## config.mk

```make
export PLATFORM = sky130hd
export DESIGN_NAME = dmem_arbiter
export DESIGN_NICKNAME = d
export VERILOG_FILES = /design/src/rtl/dmem_arbiter.sv
export SDC_FILE = /design/constraint.sdc
export NUM_CORES = 1
export LEC_CHECK = 0
export ABC_AREA = 1
export CAP_MARGIN = 30
export CORE_UTILIZATION = 41
export DETAILED_ROUTE_END_ITERATION = 7
export HOLD_SLACK_MARGIN = 0.06
export PLACE_DENSITY_LB_ADDON = 0.12
export SLEW_MARGIN = 20
export SYNTH_ARGS = -nofsm -noshare
export SYNTH_HDL_FRONTEND = slang
export SYNTH_SLANG_ARGS = --single-unit
```

## constraint.sdc

```tcl
create_clock -name clk -period 2.2 [get_ports clk]
set_input_delay 0.44 -clock clk [delete_from_list [all_inputs] [get_ports clk]]
set_output_delay 0.44 -clock clk [all_outputs]
set_load 0.01 [all_outputs]
```

## src/rtl/dmem_arbiter.sv

```systemverilog
// dmem_arbiter: shares the single-port data memory between the pipeline MEM
// stage (CPU port) and the external loader (EXT port).
// The CPU has fixed priority. A streak limit guarantees that a waiting EXT
// request is eventually granted.
// Memory latency is variable and is tolerated through a mem_req / mem_ack handshake.
// Optional feature macro: DMEM_ARB_TIMEOUT_EN aborts an access after TIMEOUT
// cycles without mem_ack. The abort pulses done and err together.
//
// Handshake: a requester raises *_req with stable we/addr/wdata and holds it
// until its one-cycle *_done pulse. The memory sees mem_req high with stable
// mem_we/mem_addr/mem_wdata until it returns a single-cycle mem_ack. mem_rdata
// is valid only with mem_ack.
module dmem_arbiter #(
  parameter int DATA_W         = 32,
  parameter int ADDR_W         = 32,
  parameter int MAX_CPU_STREAK = 4,
  parameter int TIMEOUT        = 15
) (
  input  logic              clk,
  input  logic              rst,
  input  logic              cpu_req,
  input  logic              cpu_we,
  input  logic [ADDR_W-1:0] cpu_addr,
  input  logic [DATA_W-1:0] cpu_wdata,
  output logic [DATA_W-1:0] cpu_rdata,
  output logic              cpu_done,
  output logic              cpu_stall,
  input  logic              ext_req,
  input  logic              ext_we,
  input  logic [ADDR_W-1:0] ext_addr,
  input  logic [DATA_W-1:0] ext_wdata,
  output logic [DATA_W-1:0] ext_rdata,
  output logic              ext_done,
  output logic              mem_req,
  output logic              mem_we,
  output logic [ADDR_W-1:0] mem_addr,
  output logic [DATA_W-1:0] mem_wdata,
  input  logic [DATA_W-1:0] mem_rdata,
  input  logic              mem_ack,
  output logic              err
);

  if (MAX_CPU_STREAK < 1 || TIMEOUT < 1) begin : g_bad_param
    $error("dmem_arbiter: MAX_CPU_STREAK and TIMEOUT must be >= 1");
  end

  typedef enum logic [1:0] {IDLE, CPU_ACC, EXT_ACC} state_t;

  localparam int SW = $clog2(MAX_CPU_STREAK + 1);
  localparam logic [SW-1:0] STREAK_MAX = SW'(MAX_CPU_STREAK);

  state_t        state, state_nxt;
  logic [SW-1:0] streak;
  logic          grant_cpu, grant_ext;
  logic          in_acc, finish, abort, hold_off;

  // The done cycle is still an IDLE cycle, but the finishing requester still
  // holds its req during that cycle. Granting nothing in that cycle prevents
  // the same request from being served twice.
  assign hold_off  = cpu_done | ext_done;
  assign in_acc    = (state != IDLE);
  assign mem_req   = in_acc;
  assign finish    = in_acc & (mem_ack | abort);
  assign cpu_stall = cpu_req & ~cpu_done;

`ifdef DMEM_ARB_TIMEOUT_EN
  localparam int TW = $clog2(TIMEOUT + 1);
  localparam logic [TW-1:0] TMO_LAST = TW'(TIMEOUT - 1);
  logic [TW-1:0] timer;
  logic          err_q;

  assign abort = in_acc & ~mem_ack & (timer == TMO_LAST);
  assign err   = err_q;

  // Count ACC cycles without an ack; an abort raises err alongside done
  always_ff @(posedge clk) begin
    if (rst) begin
      timer <= '0;
      err_q <= 1'b0;
    end else begin
      err_q <= abort;
      if (grant_cpu || grant_ext) timer <= '0;
      else if (in_acc && !mem_ack && !abort) timer <= timer + 1'b1;
    end
  end
`else
  assign abort = 1'b0;
  assign err   = 1'b0;
`endif

  // State register
  always_ff @(posedge clk) begin
    if (rst) state <= IDLE;
    else     state <= state_nxt;
  end

  // Next state and grant decision
  always_comb begin
    state_nxt = state;
    grant_cpu = 1'b0;
    grant_ext = 1'b0;
    case (state)
      IDLE: begin
        if (!hold_off) begin
          if (ext_req && (!cpu_req || streak == STREAK_MAX)) begin
            grant_ext = 1'b1;
            state_nxt = EXT_ACC;
          end else if (cpu_req) begin
            grant_cpu = 1'b1;
            state_nxt = CPU_ACC;
          end
        end
      end
      CPU_ACC, EXT_ACC: if (finish) state_nxt = IDLE;
      default: state_nxt = IDLE;
    endcase
  end

  // Streak of CPU grants that were made while EXT was waiting
  always_ff @(posedge clk) begin
    if (rst) begin
      streak <= '0;
    end else if (state == IDLE) begin
      if (grant_ext || !ext_req)                     streak <= '0;
      else if (grant_cpu && streak != STREAK_MAX)    streak <= streak + 1'b1;
    end
  end

  // Latch the winner's request, return read data and issue done pulses
  always_ff @(posedge clk) begin
    if (rst) begin
      mem_we    <= 1'b0;
      mem_addr  <= '0;
      mem_wdata <= '0;
      cpu_rdata <= '0;
      ext_rdata <= '0;
      cpu_done  <= 1'b0;
      ext_done  <= 1'b0;
    end else begin
      cpu_done <= finish & (state == CPU_ACC);
      ext_done <= finish & (state == EXT_ACC);
      if (grant_cpu) begin
        mem_we    <= cpu_we;
        mem_addr  <= cpu_addr;
        mem_wdata <= cpu_wdata;
      end else if (grant_ext) begin
        mem_we    <= ext_we;
        mem_addr  <= ext_addr;
        mem_wdata <= ext_wdata;
      end
      if (finish && state == CPU_ACC) begin
        if (abort)        cpu_rdata <= '0;
        else if (!mem_we) cpu_rdata <= mem_rdata;
      end
      if (finish && state == EXT_ACC) begin
        if (abort)        ext_rdata <= '0;
        else if (!mem_we) ext_rdata <= mem_rdata;
      end
    end
  end

endmodule

```

After elaboration in Yosys (flattened, before gate mapping)
Cells that the tools add are included.
Widths: inputs -> output; s select.
Storage, ports and cells
  register bits: 136
  bits of input ports: 167
  output and inout bits: 134
Operators by class
  $add $sub $neg: 1
  equal/unequal tests: 7
  multiplexer cells: 20
  bitwise logic cells: 7
  reduce and logical (&&, ||, !) cells: 17
Operators with widths (number)
  $mux 32: 4
  $mux 1: 9
  $mux 2: 4
  $mux 3: 2
  $ne 3x3->1 const B: 2
  $reduce_and 2->1: 3
  $reduce_bool 2->1: 3
  $and 1x1->1: 4
  $logic_and 1x1->1: 4
  $ne 2x2->1 const B: 2
  $pmux 2 s2: 1
  $add 3x1->3 const B: 1
  $eq 3x3->1 const B: 1
  $reduce_and 3->1: 1
  $eq 2x1->1 const B: 1
  $eq 2x2->1 const B: 1
  $logic_not 1->1: 2
  $logic_not 2->1: 1
  $logic_or 1x1->1: 2
  $not 1->1: 2
  $reduce_or 2->1: 1
  $or 1x1->1: 1

Logic depth before layout (Yosys ltp)
Gate-level depths: netlist of run 1.
  depth in word-level cells: 9
  gate-level depth with buffers: 13
  gate-level depth less buffers: 11

Worst setup path after synthesis of run 1
No wires, ideal clock.
  kind: register to register
  start point: register streak[0]
  end point: register mem_addr[23]
  library setup time: 0.132 ns
  arrival: 1.448 ns
  required time: 2.068 ns
  setup slack: 0.620 ns
  cell stages (with the launch flop): 13
  path buffers: 2
  path through: dfxtp_1 > inv_1 > ha_1 > nand2_1 > nand2_1 > nand2_2 > inv_2 > nor2_2 > buf_6 > buf_2 > nand3b_1 > nand3_1 > a21oi_1
Between the ends
  word-level cells in the longest chain between the ends: 7
  elaborated cells on any way between the ends: 11
Ends and longest elaborated chain
  from (decl): RTL line 53  | logic [SW-1:0] streak;
  from (signal assigned): RTL line 125  | else if (grant_cpu && streak != STREAK_MAX) streak <= streak + 1'b1;
  $eq 3x3->1 (*): RTL line 105  | if (ext_req && (!cpu_req || streak == STREAK_MAX)) begin
  $logic_or 1x1->1 (*): RTL line 105
  $logic_and 1x1->1 (*): RTL line 105
  $mux 1: RTL line 105
  $mux 1: RTL line 104  | if (!hold_off) begin
  $mux 1: RTL line 102  | case (state)
  $mux 32 / $reduce_bool 2->1 (equally long branches)
  to (signal assigned): RTL line 144  | mem_addr <= cpu_addr;
  to (signal assigned): RTL line 148  | mem_addr <= ext_addr;
  to (decl): RTL line 36  | output logic [ADDR_W-1:0] mem_addr,
Every way passes the cells marked *; elsewhere a longest branch is shown, timed or not.
A chain may end at the register's enable or synchronous reset.

Final worst setup path of run 1
  start point: register state[0]
  end point: output port mem_req
Between the ends
  word-level cells in the longest chain between the ends: 1
Ends and longest elaborated chain
  from (decl): RTL line 52  | state_t state, state_nxt;
  from (signal assigned): RTL line 94  | else state <= state_nxt;
  $reduce_bool 2->1: RTL line 61  | assign in_acc = (state != IDLE);
  to (decl): RTL line 34  | output logic mem_req,
No other way between the ends.

==> metrics.md, run 1 <==
| Metric | Value |
|---|---|
| Status | completed |
| Warnings, synthesis | 0 |
| Layout Nets | 1303 |
| Cell Area, Synth | 0.00610 mm² |
| Power Dens Cells | 1030 mW/mm² |
| Slew margin rel. | 64.2% |
| Share of the synthesized area in the top cell type | 44.6% |
| Number of antenna violations at the first check in global routing | 0 |
| CP Data Arrival Time | 1480 ps |
| CP max FO | 3 |
| Setup crit start kind | register |
| Prevailing post-synth register cell | dfxtp_1 |
| Number of diodes | 0 |
| First-pass GRT wire length | 29000 µm |
| Avg Synthesized Cell Area | 7.17 µm² |
| Register area share after synthesis | 44.6% |
| Post-synthesis async set-or-reset flop share | 0% |
| Critical Path Sink Type | primary output |
| Drc violations | 0 |
| WHS | 461 ps |
| Worst Hold Path EP | mem_wdata[1] |
| CTS Buf Count | 17 |
| Crit path max-delay cell type | dfxtp_1 |
| Core area | 0.0145 mm² |
| Fin. Hold Viols | 0 |
| Via-to-Cell Ratio | 4.82 |
| RePlAce Congestion | 0.791 |
| Largest net degree at the start of global routing | 68 |
| Skew-Pair Late Insertion Delay | 420 ps |
| Placed Area | 0.00932 mm² |
| Total GRT Usage | 24.7% |
| Hold/Removal Path Class | register to register |
| WP data required | 1760 ps |
| Peak supply drop | 0.000521 V |
| Dominant cell type by area after synthesis | dfxtp_1 |
| Leakage Power | 4.05 nW |
| Pre-antenna DRT Iters | 4 |
| Routed wire length | 19400 µm |
| Largest delay share family, worst path | buffers and inverters |
| Number of global-route vias before repair | 5809 |
| Number of enable flip-flop cells after synthesis | 0 |
| Avg WL per Cell | 14.6 µm |
| Post-route minimum period | 1920 ps |
| CTS tree | built |
| Cells on worst reg2reg path | 8 |
| Mapped Nets | 1023 |
| Initial DRC Count | 358 |
| Cell Rows | 44 |
| Max stage delay on crit path | 360 ps |
| Register bit count reported by yosys | 136 |
| Reg2reg setup slack | 380 ps |
| Top-count cell post-synth | nand2_1 |
| Setup violators final | 0 |
| Starting Density | 42.0% |
| Clock sinks | 136 |
| Top cells by area, synth | dfxtp_1 (45%), nand2_1 (9.0%), nor2_1 (8.4%), nand3b_1 (8.0%), a21oi_1 (5.7%) |
| Critical R2R Capture | streak[2] |
| Commonest cells post-synth | nand2_1 (147), nor2_1 (137), dfxtp_1 (136), inv_1 (75) |
| Sum of negative setup slack | 0 ps |
| Setup CP Type | register to primary output |
| Fill cell count | 1266 |
| Share of post-route cells with drive strength above 1 | 6.12% |
| Tot Pwr | 0.0102 W |
| Unrepaired setup endpoints after global routing | no |
| Fin crit share | 87.2% |
| Hpwl dp | 13500 µm |
| Vias | 6400 |
| Worst-path cell chain | inv_1 -> ha_1 -> inv_2 -> dlygate4sd2_1 |
| Die Wd | 124 µm |
| Cells after Synth | 851 |
| Finished Cell Area | 0.00994 mm² |
| Fmax achieved | 521 MHz |
| Root Buffer | clkbuf_16 |
| Postcts setup bufs | 0 |
| RR Startpoint | state[0] |
| HP Start | mem_wdata[1] |
| Hold Crit Depth | 2 |
| Clk pin slew, worst setup/hold paths | 50 ps |
| Slew Limit Fails | 0 |
| CTS H-tree depth | 4 |
| Number of top-level pins | 301 |
| Area delta synth->final | 63.0% |
| Max Cap Violations | 0 |
| Least-Margin Pin Slew | 537 ps |
| CTS Buffer Depth | 2 |
| Number of I/O port buffers | 299 |
| Total gr overflow | 0 |
| Crit path buffers/inverters | 3 |
| Die height | 124 µm |
| Final Skew | 7.68 ps |
| Netlist cell types | 24 |
| Die area | 0.0154 mm² |
| Post-route ant nets | 0 |
[placed cells by master (no fill, tap or decap), types with 2 or more instances in the layout]
master / netlist / final
inv_1: 75 / 75
bufinv_16: 0 / 3
nand3b_1: 65 / 65
clkdlybuf4s50_1: 0 / 296
clkinvlp_4: 0 / 2
clkbuf_16: 0 / 17
nor2_1: 137 / 137
inv_6: 0 / 3
o21ai_0: 65 / 65
clkinv_4: 0 / 4
nand2_1: 147 / 147
dfxtp_1: 136 / 136
inv_2: 6 / 6
nand3_2: 2 / 2
nor2_4: 1 / 2
nand3_1: 70 / 70
a21oi_1: 70 / 70
nand2_2: 2 / 2
buf_4: 8 / 14
buf_12: 0 / 12
clkbuf_8: 0 / 2
ha_1: 5 / 5
[sequential cells by signal, indices dropped and copies added (netlist names)]
name,count
cpu_done,1
cpu_rdata,32
ext_done,1
ext_rdata,32
mem_addr,32
mem_wdata,32
mem_we,1
state,2
streak,3
[power breakdown]
group	switching (W)	internal, W	leakage (nW)	total [W]
Combinational	0.00208	0.00197	2.64	0.00405
Clock	0.00110	0.00186	0.298	0.00296
Sequential	0.000262	0.00295	1.11	0.00321
Total	0.00344	0.00678	4.05	0.0102
[worst min-delay path: stages (launching register included)]
cell     delay [ps]
dfxtp_1         300
nand2_1          60
a21oi_1          50
[layer usage]
| layer | GRT usage (%) | share of wire, % |
|---|---|---|
| met3 | 7.28 | 7.9 |
| met1 | 28.3 | 41 |
| met5 | 0 | 0 |
| met2 | 42.8 | 48 |
| met4 | 10.1 | 2.4 |
[metrics by stage]
| stage | setup slack (ps) | std cells | util (%) |
|---|---|---|---|
| 5_1_grt | 208 | 1328 | 68.4 |
| 6_report | 282 | 1328 | 68.4 |
| 4_1_cts | 74.7 | 1328 | 68.4 |
| 3_3_place_gp | 77.8 | 1296 | 64.1 |
| 3_5_place_dp | 13.2 | 1296 | 64.1 |
| 2_1_floorplan | 620 | 851 | - |
[kinds of logic (layout without fill, tap and decap cells)]
logic type      count (synthesis)  after routing  share of synthesized area (%)
simple gates                  427            427                           32.2
buf+inv                       145            438                           10.7
compound gates                136            136                           11.2
flops                         136            136                           44.6
fa+ha+maj                       5              5                           1.03
other cells                     1              1                         0.0615
xor+xnor                        1              1                          0.144
[final cells by class]
type,instances,area (µm²),area share (%)
Tap cell,184,230,2.32
Inverter,81,304,3.06
Clock inverter,12,166,1.67
Timing Repair Buffer,325,3330,33.5
Multi-Input combinational cell,570,2730,27.4
Sequential cell,136,2720,27.4
Clock buffer,20,457,4.59
[how the worst max path moves through the flow]
stage                   start      endpoint  slack (ps)  cells past startpoint
floorplan           streak[0]  mem_addr[23]         620                     12
global placement      cpu_req  mem_addr[19]          80                      9
detailed placement    cpu_req  mem_addr[21]          10                      9
CTS                   cpu_req     cpu_stall          70                      4
global route         state[0]       mem_req         210                      4
finish               state[0]       mem_req         280                      4
[what timing repair did]
action,in CTS,in global routing
resized for setup,1,1
endpoints found under the hold margin,0,0
setup endpoints to repair,1,1
hold buffers,0,0
Note: power is estimated with default switching activity, not from simulation.
==> run 2: changes to the inputs <==
--- a/config.mk
+++ b/config.mk
@@ -6,10 +6,10 @@
 export NUM_CORES = 1
 export LEC_CHECK = 0
 export ABC_AREA = 1
-export CAP_MARGIN = 30
+export CAP_MARGIN = 0
 export CORE_UTILIZATION = 41
 export DETAILED_ROUTE_END_ITERATION = 7
-export HOLD_SLACK_MARGIN = 0.06
+export GPL_ROUTABILITY_DRIVEN = 0
 export PLACE_DENSITY_LB_ADDON = 0.12
 export SLEW_MARGIN = 20
 export SYNTH_ARGS = -nofsm -noshare
==> results of run 2 <==
The final DEF is identical to that of run 1; final timing and power are the same.
